==> config.mk <==
export PLATFORM = sky130hd
export DESIGN_NAME = fetch_ctrl
export DESIGN_NICKNAME = d
export VERILOG_FILES = /design/src/rtl/fetch_pkg.sv /design/src/rtl/next_pc_mux.sv /design/src/rtl/fetch_ctrl.sv
export SDC_FILE = /design/constraint.sdc
export NUM_CORES = 1
export LEC_CHECK = 0
export ABC_AREA = 1
export ABC_CLOCK_PERIOD_IN_PS = 2200
export CAP_MARGIN = 20
export CELL_PAD_IN_SITES_DETAIL_PLACEMENT = 1
export CELL_PAD_IN_SITES_GLOBAL_PLACEMENT = 1
export CORE_UTILIZATION = 34
export DETAILED_ROUTE_END_ITERATION = 8
export GPL_TIMING_DRIVEN = 0
export PLACE_DENSITY = 0.82
export SYNTH_ARGS = -nofsm -noshare
export SYNTH_HDL_FRONTEND = slang
export SYNTH_SLANG_ARGS = --single-unit
==> constraint.sdc <==
create_clock -name clk -period 2.2 [get_ports clk]
set_input_delay 0.44 -clock clk [delete_from_list [all_inputs] [get_ports clk]]
set_output_delay 0.44 -clock clk [all_outputs]
set_load 0.05 [all_outputs]
==> src/rtl/fetch_pkg.sv <==
// Shared types and constants for the instruction-fetch controller.
package fetch_pkg;

    typedef logic [31:0] word_t;

    localparam word_t PC_STEP = 32'd4;

    typedef enum logic [1:0] {
        IDLE = 2'd0,
        REQ  = 2'd1,
        HOLD = 2'd2,
        ERR  = 2'd3
    } state_t;

endpackage

==> src/rtl/next_pc_mux.sv <==
// Next-PC selection: sequential step or word-aligned branch target.
module next_pc_mux
    import fetch_pkg::*;
(
    input  logic [31:0] pc,
    input  logic        take,
    input  logic [31:0] target,
    output logic [31:0] next_pc
);

    // Sequential step wraps naturally modulo 2^32.
    assign next_pc = take ? {target[31:2], 2'b00} : pc + PC_STEP;

endmodule

==> src/rtl/fetch_ctrl.sv <==
// Instruction-fetch controller: request, hold until consumed, advance PC.
// Optional fetch timeout enabled by defining FETCH_CTRL_TIMEOUT_EN.
module fetch_ctrl
    import fetch_pkg::*;
#(
    parameter logic [31:0] RESET_PC       = 32'h0000_0000,
    parameter int unsigned TIMEOUT_CYCLES = 15
) (
    input  logic        clk,
    input  logic        reset,
    input  logic        run,
    input  logic        stall,
    input  logic        branch,
    input  logic        zero,
    input  logic [31:0] pcbranch,
    output logic        imem_req,
    output logic [31:0] imem_addr,
    input  logic        imem_ready,
    input  logic [31:0] imem_rdata,
    output logic        instr_valid,
    output logic [31:0] instr,
    output logic [31:0] pc_out,
    output logic [15:0] fetch_count,
    output logic        err
);

    if (TIMEOUT_CYCLES == 0) begin : g_bad_timeout
        $error("TIMEOUT_CYCLES must be at least 1");
    end

    state_t state;
    word_t  pc;
    word_t  instr_q;
    word_t  pc_q;
    word_t  next_pc;
    logic   consume;

    assign consume = (state == HOLD) && !stall;

    next_pc_mux u_next_pc (
        .pc      (pc),
        .take    (branch & zero),
        .target  (pcbranch),
        .next_pc (next_pc)
    );

`ifdef FETCH_CTRL_TIMEOUT_EN
    localparam int unsigned WAIT_W = $clog2(TIMEOUT_CYCLES + 1);
    logic [WAIT_W-1:0] wait_cnt;
    logic              err_q;
    logic              timed_out;

    // Counter idles at zero outside REQ, so every entry to REQ starts fresh.
    always_ff @(posedge clk) begin
        if (reset || state != REQ) begin
            wait_cnt <= '0;
        end else if (!imem_ready) begin
            wait_cnt <= wait_cnt + WAIT_W'(1);
        end
    end

    assign timed_out = (wait_cnt == WAIT_W'(TIMEOUT_CYCLES - 1)) && !imem_ready;
    assign err       = err_q;
`else
    assign err = 1'b0;
`endif

    always_ff @(posedge clk) begin
        if (reset) begin
            state       <= IDLE;
            pc          <= RESET_PC;
            instr_q     <= '0;
            pc_q        <= '0;
            fetch_count <= '0;
`ifdef FETCH_CTRL_TIMEOUT_EN
            err_q       <= 1'b0;
`endif
        end else begin
            case (state)
                IDLE: begin
                    if (run) begin
                        state <= REQ;
                    end
                end
                REQ: begin
                    if (imem_ready) begin
                        instr_q <= imem_rdata;
                        pc_q    <= pc;
                        state   <= HOLD;
                    end
`ifdef FETCH_CTRL_TIMEOUT_EN
                    else if (timed_out) begin
                        state <= ERR;
                        err_q <= 1'b1;
                    end
`endif
                end
                HOLD: begin
                    if (consume) begin
                        pc          <= next_pc;
                        fetch_count <= fetch_count + 16'd1;
                        state       <= run ? REQ : IDLE;
                    end
                end
                default: begin
                    state <= ERR;
                end
            endcase
        end
    end

    // Outputs decode the registered state; data buses read zero when not valid.
    assign imem_req    = (state == REQ);
    assign instr_valid = (state == HOLD);
    assign imem_addr   = imem_req ? pc : '0;
    assign instr       = instr_valid ? instr_q : '0;
    assign pc_out      = instr_valid ? pc_q : '0;

endmodule

==> metrics, run 1 <==
status=finished clean; Core Area=16800 µm²; die width=about 130 µm; Yosys Warn Count=0; final setup fails=0; Tightest Hold Check Type=reg -> reg; fin crit period=2.12 ns; measured slew at the worst slew-check pin=0.686 ns; CP max-delay cell=dfxtp_2; max frequency=472 MHz; hpwl dp=17.1 mm; Fillers=2275; initial antenna violation count=1; Post-Place Cells=1331; clk buf depth=2; RSZ-0062 raised after global routing=false; Fin Setup TNS=0 ns; CP Launch Type=flip-flop; Initial Util=0.351; fin cells=about 1300; Initial DRT Pass Iterations=4; Post-CTS Setup Bufs=0; TritonCTS clock tree=built; H-tree depth=3; vias post-DR=6608; Clock Skews=0.0185 ns; post-synthesis register bit count=110; insertion delay to the later sink of the worst-skew pair=0.37 ns; total congestion overflow=0; WP buf/inv=4; most used routing layer=met2; R2R Setup Slk=between 0.4 and 0.5 ns; WP depth=6; PwrDens=547 nW/µm²; total of max-cap violations=0; Area growth, synth to finish=34.6%; CP required=1.76 ns; I/O pins=~190; largest net degree at the start of global routing=19; IR drop worst, VDD=370 µV; DRC viols=0; first-pass GRT wire length=34.9 mm; DRT iter0 DRCs=352; end of the critical path=imem_addr[2]; headroom to the max-slew limit=0.542; FF-to-FF End=pc[24]; reg2reg path depth=10; Setup crit end kind=primary output; vias in the first global route=6756; CP startpoint=state[0]; most frequent cells in the layout=nand2_1, nor2_1, inv_1; syn_area_per_cell=6.33 µm²; CTS Sinks=110; fraction of final layout cells sized beyond drive strength 1=0.159; Seq/Total Area, Yosys=0.374; reg2reg start=pc[3]; die height=between 100 and 150 µm; Port Buffer Count=~180; met1 GRT Util=0.329; drt total wl=approximately 22 mm; worst path cell trace=inv_1 -> nor2_2 -> inv_1 -> clkbuf_4 -> nor2_2 -> buf_6; cts hold-fix bufs=0; Synth Cell Area=5890 µm²; Clk pin slew, worst setup/hold paths=0.07 ns; average wire per standard cell=16.2 µm; post-synth cell types=34; leading cell type in the layout, fill and taps excluded=nand2_1; Cells after Synth=930; Crit path max-delay family=buffers and inverters; Total Routing Usage GR=0.251; Tot Pwr=approximately 0.0043 W; n_diodes=0; Final Hold Viols=0; Final Slew Violations=0; nets=1195; Leak=3.06 nW; Antenna Nets Post-Route=0; CTS Buf Count=9; gpl congestion=0.936; die area=roughly 18000 µm²; met3 Use GR=0.0293; fin crit share=0.964; setup ws final=0.0799 ns; DR vias/cell=between 4 and 5; critical path fanouts, max=10; CP arrival=1.68 ns; # rows=47; critical path start-end classification=reg -> out; worst slack, placed=-0.413 ns; grt met2 use=0.424; root buffer cell=clkbuf_16; Crit path largest cell delay=between 0.3 and 0.4 ns
==> power breakdown <==
group	internal (W)	total, W	switching [W]
clock	0.000807	0.00162	0.000813
combinational	0.000234	0.000614	0.000379
sequential	0.00207	0.00210	0.0000307
total	0.00311	0.00434	0.00122
==> layer usage <==
metal | up-vias | wire [µm]
met5 | - | 0
met4 | 0 | 457
met3 | 28 | 1150
met2 | 165 | 10200
met1 | 3131 | 10000
li1 | 3284 | -
==> worst min path at each step <==
| stage | startpoint | endpoint | slack [ns] | depth (start not counted) |
|---|---|---|---|---|
| 2_1_floorplan | instr_q[12] | instr_q[12] | 0.43 | 2 |
| 3_3_place_gp | instr_q[19] | instr_q[19] | 0.44 | 2 |
| 3_5_place_dp | instr_q[13] | instr_q[13] | 0.45 | 2 |
| 4_1_cts | instr_q[13] | instr_q[13] | 0.46 | 2 |
| 5_1_grt | pc_q[23] | pc_q[23] | 0.47 | 2 |
| 6_report | instr_q[13] | instr_q[13] | 0.46 | 2 |
==> cell type report <==
class                           instances  area, µm²  area share
Multi-Input combinational cell        637       2940       0.370
Sequential cell                       110       2200       0.278
Timing Repair Buffer                  177       1440       0.181
Inverter                              134        503      0.0634
Buffer                                 53        290      0.0366
Tap cell                              220        275      0.0347
Clock buffer                           10        239      0.0301
Clock inverter                          6       45.0     0.00568
==> synthesized netlist by cell type <==
cell type,count,share of area
a21oi_1,101,0.086
a21oi_2,3,0.0045
buf_4,5,0.0064
and2_1,2,0.0021
clkinv_1,1,0.00064
clkbuf_1,30,0.019
a221oi_1,2,0.0030
conb_1,1,0.00064
dfxtp_1,110,0.37
nand3_1,37,0.031
ha_1,2,0.0042
nand2_4,2,0.0038
a211oi_1,2,0.0025
or2_2,1,0.0011
o21ai_0,89,0.076
nor2_1,166,0.11
o21ai_1,3,0.0025
o31ai_1,2,0.0025
buf_6,6,0.011
nand2_1,175,0.11
buf_2,9,0.0076
nor2_8,1,0.0034
nor3_1,4,0.0034
o22ai_1,1,0.0011
nor2_4,8,0.015
nand2_2,9,0.0096
inv_1,128,0.082
xor2_1,2,0.0030
inv_2,5,0.0032
buf_1,3,0.0019
nor2_2,11,0.012
o21bai_1,1,0.0013
a31oi_1,2,0.0021
nand4_1,6,0.0064
==> worst reg2reg max path, stage by stage (launching register included) <==
cell     delay (ns)
dfxtp_1        0.38
ha_1           0.22
nand2_1        0.13
nor2_2         0.19
nand2_1        0.15
nor2_4         0.19
nand2_1        0.08
nand2_1        0.05
nand3_1        0.06
nand2_1        0.09
a21oi_1        0.05
==> metrics by stage <==
| stage | instance area [µm²] | hold slack [ns] | utilization |
|---|---|---|---|
| floorplan | 5910 | 0.430 | - |
| global placement | 7950 | 0.440 | 0.475 |
| detailed placement | 7950 | 0.447 | 0.475 |
| CTS | 7850 | 0.459 | 0.469 |
| global route | 7930 | 0.474 | 0.473 |
| finish | 7930 | 0.457 | 0.473 |
==> logic make-up (layout without fill, tap and decap cells) <==
kind of cell	after synthesis	count (layout)	synth area share
simple gates	422	422	0.305
xor+xnor	2	2	0.00297
compound gates	206	206	0.181
other cells	1	5	0.000637
fa+ha+maj	2	2	0.00425
buf+inv	187	380	0.132
flops	110	110	0.374
==> timing repair <==
action                                  CTS  global route
endpoints found under the setup margin   94            83
gates cloned                              0             0
gates resized for setup                 487            43
==> flip-flops by register name, indices dropped and copies added, names as in the netlist <==
register,flops
state,2
instr_q,32
pc,30
pc_q,30
fetch_count,16
Power figures use the tool's default switching activity.
==> run 2: changes to the inputs <==
--- a/config.mk
+++ b/config.mk
@@ -6,14 +6,14 @@
 export NUM_CORES = 1
 export LEC_CHECK = 0
 export ABC_AREA = 1
-export ABC_CLOCK_PERIOD_IN_PS = 2200
+export ABC_CLOCK_PERIOD_IN_PS = 2100
 export CAP_MARGIN = 20
 export CELL_PAD_IN_SITES_DETAIL_PLACEMENT = 1
 export CELL_PAD_IN_SITES_GLOBAL_PLACEMENT = 1
-export CORE_UTILIZATION = 34
+export CORE_UTILIZATION = 32
 export DETAILED_ROUTE_END_ITERATION = 8
 export GPL_TIMING_DRIVEN = 0
-export PLACE_DENSITY = 0.82
+export PLACE_DENSITY = 0.78
 export SYNTH_ARGS = -nofsm -noshare
 export SYNTH_HDL_FRONTEND = slang
 export SYNTH_SLANG_ARGS = --single-unit
==> constraint.sdc (replaced) <==
create_clock -name clk -period 2.1 [get_ports clk]
set_input_delay 0.42 -clock clk [delete_from_list [all_inputs] [get_ports clk]]
set_output_delay 0.42 -clock clk [all_outputs]
set_load 0.05 [all_outputs]
==> run 2 against run 1 <==
  * Power up 9.1%
  * Clock skew down 0.011 ns
  * Clock-buffer cell count unchanged
  * Global-route usage down 1.3 points
==> metrics, run 2 (synthesized netlist as in run 1, its figures left out) <==
worst path cell trace=clkdlybuf4s50_1; root buffer cell=clkbuf_16; CP arrival=1.62 ns (-0.06 ns); vias post-DR=6543 (-0.98%); clk buf depth=2 (unchanged); CP Launch Type=flip-flop; CTS Sinks=110 (unchanged); top flop regs=instr_q x32, pc x30, pc_q x30; DRT iter0 DRCs=326 (-7.4%); die width=138 µm (+3.0%); Tightest Hold Check Type=reg -> reg; drt total wl=22.0 mm (+0.88%); most frequent cells in the layout=nand2_1, nor2_1, inv_1; WP buf/inv=1 (-3); IR drop worst, VDD=364 µV (-1.7%); Post-CTS Setup Bufs=0 (unchanged); fin crit share=0.971; Clock Skews=0.00707 ns (-0.0115 ns); max frequency=about 490 MHz; Initial Util=0.327 (-0.0247); insertion delay to the later sink of the worst-skew pair=0.36 ns (about the same); leading cell type in the layout, fill and taps excluded=nand2_1; fin crit period=2.04 ns; Area growth, synth to finish=40.1%; RSZ-0062 raised after global routing=true; Port Buffer Count=177 (unchanged); CTS Buf Count=9 (unchanged); fraction of final layout cells sized beyond drive strength 1=0.187 (+0.0284); Fillers=2384 (+4.8%); Initial DRT Pass Iterations=4 (unchanged); total of max-cap violations=0 (unchanged); Antenna Nets Post-Route=0 (unchanged); initial antenna violation count=0 (-1); Min Hold Slack=0.456 ns (-0.00106 ns); headroom to the max-slew limit=0.569 (+0.0265); die area=19000 µm² (+6.2%); vias in the first global route=6441 (-4.7%); average wire per standard cell=16.3 µm (+0.21%); H-tree depth=3 (unchanged); DRC viols=0 (unchanged); CP max-delay cell=clkdlybuf4s50_1; I/O pins=186 (unchanged); hpwl dp=17.0 mm (-0.82%); TritonCTS clock tree=built; Clk pin slew, worst setup/hold paths=0.08 ns (about the same); largest register by flop count=instr_q; nets=1195 (unchanged); PwrDens=573 nW/µm² (+4.8%); first-pass GRT wire length=34.3 mm (-1.6%); n_diodes=0 (unchanged); Final Slew Violations=0 (unchanged); total congestion overflow=0 (unchanged); largest net degree at the start of global routing=20 (+1); DR vias/cell=4.83 (-1.6%); status=finished clean; final setup fails=0 (unchanged); Leak=3.15 nW (+3.0%); measured slew at the worst slew-check pin=0.647 ns (-0.0398 ns); DP Area=8100 µm² (+1.8%); cts hold-fix bufs=0 (unchanged); die height=138 µm (+3.0%); Total Routing Usage GR=0.239 (-0.0127); max FFs per register=32 (unchanged); Core Area=18000 µm² (+7.5%); gpl congestion=0.895 (-4.3%); CP required=1.68 ns (-0.08 ns); critical path start-end classification=reg -> out; post-route cell area=8260 µm² (+4.1%); Crit path largest cell delay=0.84 ns (+0.47 ns); Final Hold Viols=0 (unchanged); Tot Pwr=0.00473 W (+9.1%); Crit path max-delay family=buffers and inverters; Setup crit end kind=primary output; # rows=49 (+4.3%); critical path fanouts, max=5 (-5)
==> run 2: cell count changes in the layout (fill, tap and decap cells not counted), sizes merged <==
cell,previous run,this run
clkbuf,60,53
buf,94,100
clkdlybuf4s50,83,79
dlymetal6s2s,0,3
bufinv,0,1
clkdlybuf4s15,1,2
clkinv,4,3
clkinvlp,2,1
dlygate4sd2,2,3
inv,134,135
==> run 2: worst paths after layout <==
path | start | endpoint | slack [ns] | depth (start not counted)
setup / recovery | fetch_count[1] | fetch_count[1] | 0.06 | 1
hold / removal | instr_q[7] | instr_q[7] | 0.46 | 2
setup reg to reg | state[0] | pc_q[20] | 0.38 | 6
hold reg to reg | instr_q[7] | instr_q[7] | 0.46 | 2
==> run 2: layout make-up <==
cell class	instances	area [µm²]	area share
clock buffers	10	239	0.0289
flip-flops and latches	110	2200	0.267
plain buffers	53	322	0.0390
repair buffers	177	1560	0.189
well taps	229	287	0.0347
inverters	134	503	0.0609
clock inverters	6	78.8	0.00955
multi-input cells	637	3060	0.371
==> run 2: timing repair <==
action,CTS,global route
endpoints found under the hold margin,0,0
gates resized for setup,550,31
pin swaps,0,0
endpoints found under the setup margin,95,79
==> run 2: layer usage <==
layer / routed length (µm) / GRT usage
met5: 0 / 0
met4: 489 / 0.0836
met3: 1060 / 0.0320
met2: 10200 / 0.400
met1: 10300 / 0.311
==> run 2: metrics by stage <==
step | worst slack [ns] | utilization | setup TNS [ns] | std cells
2_1_floorplan | -0.0810 | - | -4.86 | 934
4_1_cts | -0.00601 | 0.454 | -0.0111 | 1356
5_1_grt | -0.0186 | 0.458 | -0.0405 | 1356
3_5_place_dp | -0.506 | 0.449 | -29.51 | 1340
6_report | 0.0619 | 0.458 | 0 | 1356
3_3_place_gp | -0.470 | 0.449 | -27.42 | 1340
==> run 2: power by group <==
| group | total, W | internal [W] | switching, W |
|---|---|---|---|
| Clock | 0.00185 | 0.000981 | 0.000874 |
| Sequential | 0.00220 | 0.00217 | 0.0000327 |
| Combinational | 0.000673 | 0.000259 | 0.000414 |
==> run 2: worst register-to-register path, stage by stage, from the launching register on <==
cell and delay (ns):
dfxtp_2 0.35, inv_1 0.09, nor2_4 0.04, nand2_2 0.13, clkbuf_1 0.52, o21ai_0 0.34, a21oi_1 0.19
==> run 3: changes to the inputs <==
--- a/config.mk
+++ b/config.mk
@@ -14,6 +14,7 @@
 export DETAILED_ROUTE_END_ITERATION = 8
 export GPL_TIMING_DRIVEN = 0
 export PLACE_DENSITY = 0.78
+export SETUP_SLACK_MARGIN = 0.3
 export SYNTH_ARGS = -nofsm -noshare
 export SYNTH_HDL_FRONTEND = slang
 export SYNTH_SLANG_ARGS = --single-unit
==> run 3 against run 2 <==
  * Via count is 3.7% higher
  * First-iteration DRC count is 2.8% higher
  * Critical path depth is 5 higher
  * Global-route usage is 2.1 points higher
  * Critical path type unchanged
  * Largest cell class unchanged
  * Highest routed layer unchanged
==> metrics, run 3 (synthesized netlist as in run 1, its figures left out) <==
initial antenna violation count=0 (unchanged); Initial Util=0.327 (unchanged); top flop regs=instr_q x32, pc x30, pc_q x30; n_diodes=0 (unchanged); fraction of final layout cells sized beyond drive strength 1=0.272 (+0.0846); vias post-DR=6784 (+3.7%); Fin Setup TNS=0 ns (unchanged); Min Hold Slack=0.488 ns (+0.0314 ns); die area=19000 µm² (unchanged); DRT iter0 DRCs=335 (+2.8%); Clock Skews=0.00832 ns (+0.00126 ns); die height=138 µm (unchanged); Port Buffer Count=177 (unchanged); largest register by flop count=instr_q; Tot Pwr=0.00480 W (+1.5%); leading cell type in the layout, fill and taps excluded=nand2_1; total of max-cap violations=0 (unchanged); I/O pins=186 (unchanged); headroom to the max-slew limit=0.558 (-0.0106); Total Routing Usage GR=0.259 (+0.0206); final setup fails=0 (unchanged); PwrDens=494 nW/µm² (-14%); nets=1213 (+1.5%); CP Launch Type=flip-flop; max frequency=509 MHz (+3.7%); Antenna Nets Post-Route=0 (unchanged); H-tree depth=3 (unchanged); first-pass GRT wire length=37.1 mm (+8.2%); vias in the first global route=6802 (+5.6%); root buffer cell=clkbuf_16; measured slew at the worst slew-check pin=0.663 ns (+0.0159 ns); Tightest Hold Check Type=reg -> reg; largest net degree at the start of global routing=19 (-5.0%); Final Slew Violations=0 (unchanged); average wire per standard cell=17.7 µm (+8.8%); gpl congestion=0.866 (-3.2%); Area growth, synth to finish=65.0%; total congestion overflow=0 (unchanged); drt total wl=24.3 mm (+10%); critical path start-end classification=reg -> out; DR vias/cell=4.94 (+2.4%); CP arrival=1.54 ns (-0.08 ns); # rows=49 (unchanged); insertion delay to the later sink of the worst-skew pair=0.36 ns (about the same); Finished Core Util=0.539 (+0.0812); fin crit share=0.935 (-0.0351); CP required=1.68 ns (about the same); cts hold-fix bufs=0 (unchanged); fin crit period=1.96 ns (-0.0736 ns); critical path fanouts, max=6 (+1); Setup crit end kind=primary output; DRC viols=0 (unchanged); clk buf depth=2 (unchanged); TritonCTS clock tree=built; max FFs per register=32 (unchanged); CTS Buf Count=9 (unchanged); Post-Place Cells=1340 (unchanged); most frequent cells in the layout=nand2_1, inv_1, dfxtp_1; Core Area=18000 µm² (unchanged); die width=138 µm (unchanged); Leak=3.51 nW (+12%); fin cells=1373 (+1.3%); Clk pin slew, worst setup/hold paths=0.08 ns (about the same); Initial DRT Pass Iterations=4 (unchanged); RSZ-0062 raised after global routing=true; status=finished clean; IR drop worst, VDD=393 µV (+8.0%); hpwl dp=17.1 mm (+0.46%); Final Hold Viols=0 (unchanged); CTS Sinks=110 (unchanged)
==> run 3: changes by cell type in the layout (fill, tap and decap cells not counted), moves of 5 or more <==
cell | previous run | this run
dlygate4sd2_1 | 3 | 9
clkbuf_2 | 0 | 11
clkbuf_16 | 9 | 27
buf_8 | 1 | 29
clkbuf_4 | 21 | 3
nor2_2 | 32 | 8
clkbuf_1 | 21 | 16
clkdlybuf4s50_1 | 79 | 67
buf_6 | 10 | 72
nor2_4 | 19 | 105
nor2_1 | 134 | 72
buf_4 | 74 | 9
==> run 3: path summary, 6_finish.rpt <==
path | from | to | slack, ns | cells after the start
min reg2reg | fetch_count[10] | fetch_count[10] | 0.49 | 2
max | state[0] | imem_addr[29] | 0.14 | 6
min | fetch_count[10] | fetch_count[10] | 0.49 | 2
max reg2reg | state[0] | fetch_count[14] | 0.31 | 11
==> run 3: through the flow <==
step                area (µm²)  setup slack [ns]
finish                    9720             0.136
detailed placement        8740            -0.271
floorplan                 6680             0.115
CTS                       9580             0.139
global placement          8740            -0.250
global route              9720            0.0926
==> run 3: worst max-delay path: stages, from the launching register on <==
cell and delay (ns):
dfxtp_4 0.39, inv_4 0.04, nor2_4 0.16, inv_6 0.10, clkbuf_16 0.18, nor2_4 0.14
buf_8 0.16
==> run 3: report_power, final <==
group          internal (W)  leakage [nW]  switching (W)
clock network      0.000817         0.127       0.000863
registers           0.00217         0.896      0.0000346
logic              0.000372          2.49       0.000547
==> run 3: layout make-up <==
cell class	count	area [µm²]
timing repair buffer	193	2250
sequential	110	2210
clock buffer	10	229
buffer	53	490
inverter	134	527
fill	2214	8310
tap	229	287
clock inverter	5	43.8
multi-input combinational	637	3660
timing repair inverter	2	22.5
==> run 3: timing repair <==
item,4_1_cts,5_1_grt
pin swaps,12,6
setup buffers,6,1
resized for setup,715,69
setup endpoints to repair,120,145
gates cloned,11,0
==> run 3: routing by layer <==
layer,wire [µm],track usage,part of all wire,up-vias
li1,-,-,-,3329
met1,10700,0.340,0.44,3266
met2,12000,0.442,0.49,167
met3,1200,0.0261,0.049,22
met4,412,0.0855,0.017,0
met5,0,0,0,-
==> edit, RTL diff (config.mk and constraints of run 3) <==
Add a define of `FETCH_CTRL_TIMEOUT_EN`.
--- a/src/rtl/fetch_ctrl.sv
+++ b/src/rtl/fetch_ctrl.sv
@@ -1,4 +1,6 @@
 // Instruction-fetch controller: request, hold until consumed, advance PC.
 // Optional fetch timeout enabled by defining FETCH_CTRL_TIMEOUT_EN.
+`define FETCH_CTRL_TIMEOUT_EN
+
 module fetch_ctrl
     import fetch_pkg::*;
Check against the original RTL: no difference found for any inputs over 4 cycles, from zero or initial values and one cycle with reset high; that may be too few to reach the edited logic, so the function may still have changed.
==> edit against run 3 <==
The flow now finishes with violations (design-rule violations); wire length shrank 1.8%; synthesized area increased by 0.72%; setup slack worse by 56 ps; design area down 2.5%; sequential cell count increased by 5; global-route usage down 0.66 points; utilization fell by 1.5 points; power increased by 32%; critical path type unchanged; largest cell class unchanged; largest power group is now clock.
==> edit: results (changes against run 3) <==
- The maximum number of pins on one net before global-route repair is 17 (-2).
- The sequential area share after synthesis is 0.388 (+0.0142).
- The global-route wire length before repair was 37500 microns (+1.0%).
- The depth of the CTS H-tree was 4 (+1).
- The source-to-sink clock delay at the later pin of the worst-skew pair is 430 ps (+70 ps).
- The run finished, with violations left.
- The number of vias after detailed routing is 6842 (+0.85%).
- The switching fraction of total power is 0.275 (-0.0255).
- The routed length per instance was 17.3 microns (-2.1%).
- The post-place setup slack is -374 ps (-103 ps).
- The fraction of layout cells with a size suffix above 1 came to 0.245 (-0.0273).
- The post-route clock skew came to 7.65 ps (-0.674 ps).
- The fraction of the mapped netlist area in adder cells came to 0.00844 (+0.00419).
- The final reports fail on design-rule violations.
- The data arrival at the endpoint of the critical path is 1600 ps (+60 ps).
- The first-pass detailed-route iteration total came to 6 (+2).
- The complex-gate fraction of the synthesized area is 0.197 (+0.0164).
- The number of port buffers was 179 (+1.1%).
- The DRC violations left is 42 (+42).
- The total leakage power is 3.57 nW (+1.6%).
- The synthesized area divided by synthesized cell count was 6.39 sq um (+0.83%).
- The transition time of the tightest slew-check pin is 626 ps (-36.2 ps).
- The worst-path maximum fanout is 8 (+2).
- The maximum resistive drop on vdd is 0.585 mV (+49%).
- The unique cell type count in the Yosys netlist came to 35 (+2.9%).
-- edit: area by class of cell --
type / count / area, sq um
Buffer: 51 / 404
Clock buffer: 25 / 505
Clock inverter: 4 / 72.6
Fill cell: 2299 / 8610
Inverter: 128 / 493
Multi-Input combinational cell: 638 / 3360
Sequential cell: 115 / 2310
Tap cell: 229 / 287
Timing Repair Buffer: 188 / 2040
-- edit: worst paths after layout --
kind	startpoint	endpoint	slack [ps]	cells after the start
min reg2reg	pc_q[13]	pc_q[13]	450	2
max	state[0]	imem_addr[14]	80	6
max reg2reg	pc[2]	pc[24]	390	10
min	pc_q[13]	pc_q[13]	450	2
-- edit: routing by layer --
metal	vias to the layer above	GRT usage	wire, microns
li1	3362	-	-
met1	3238	0.307	10300
met2	211	0.447	11700
met3	31	0.0481	1440
met4	0	0.0840	413
met5	-	0	0
-- edit: what timing repair did --
action                     in CTS  in global routing
hold buffers                    0                  0
resized for setup             697                120
cloned                          3                  0
setup buffers                   3                  3
setup endpoints to repair     175                206
pin swaps                       6                  4
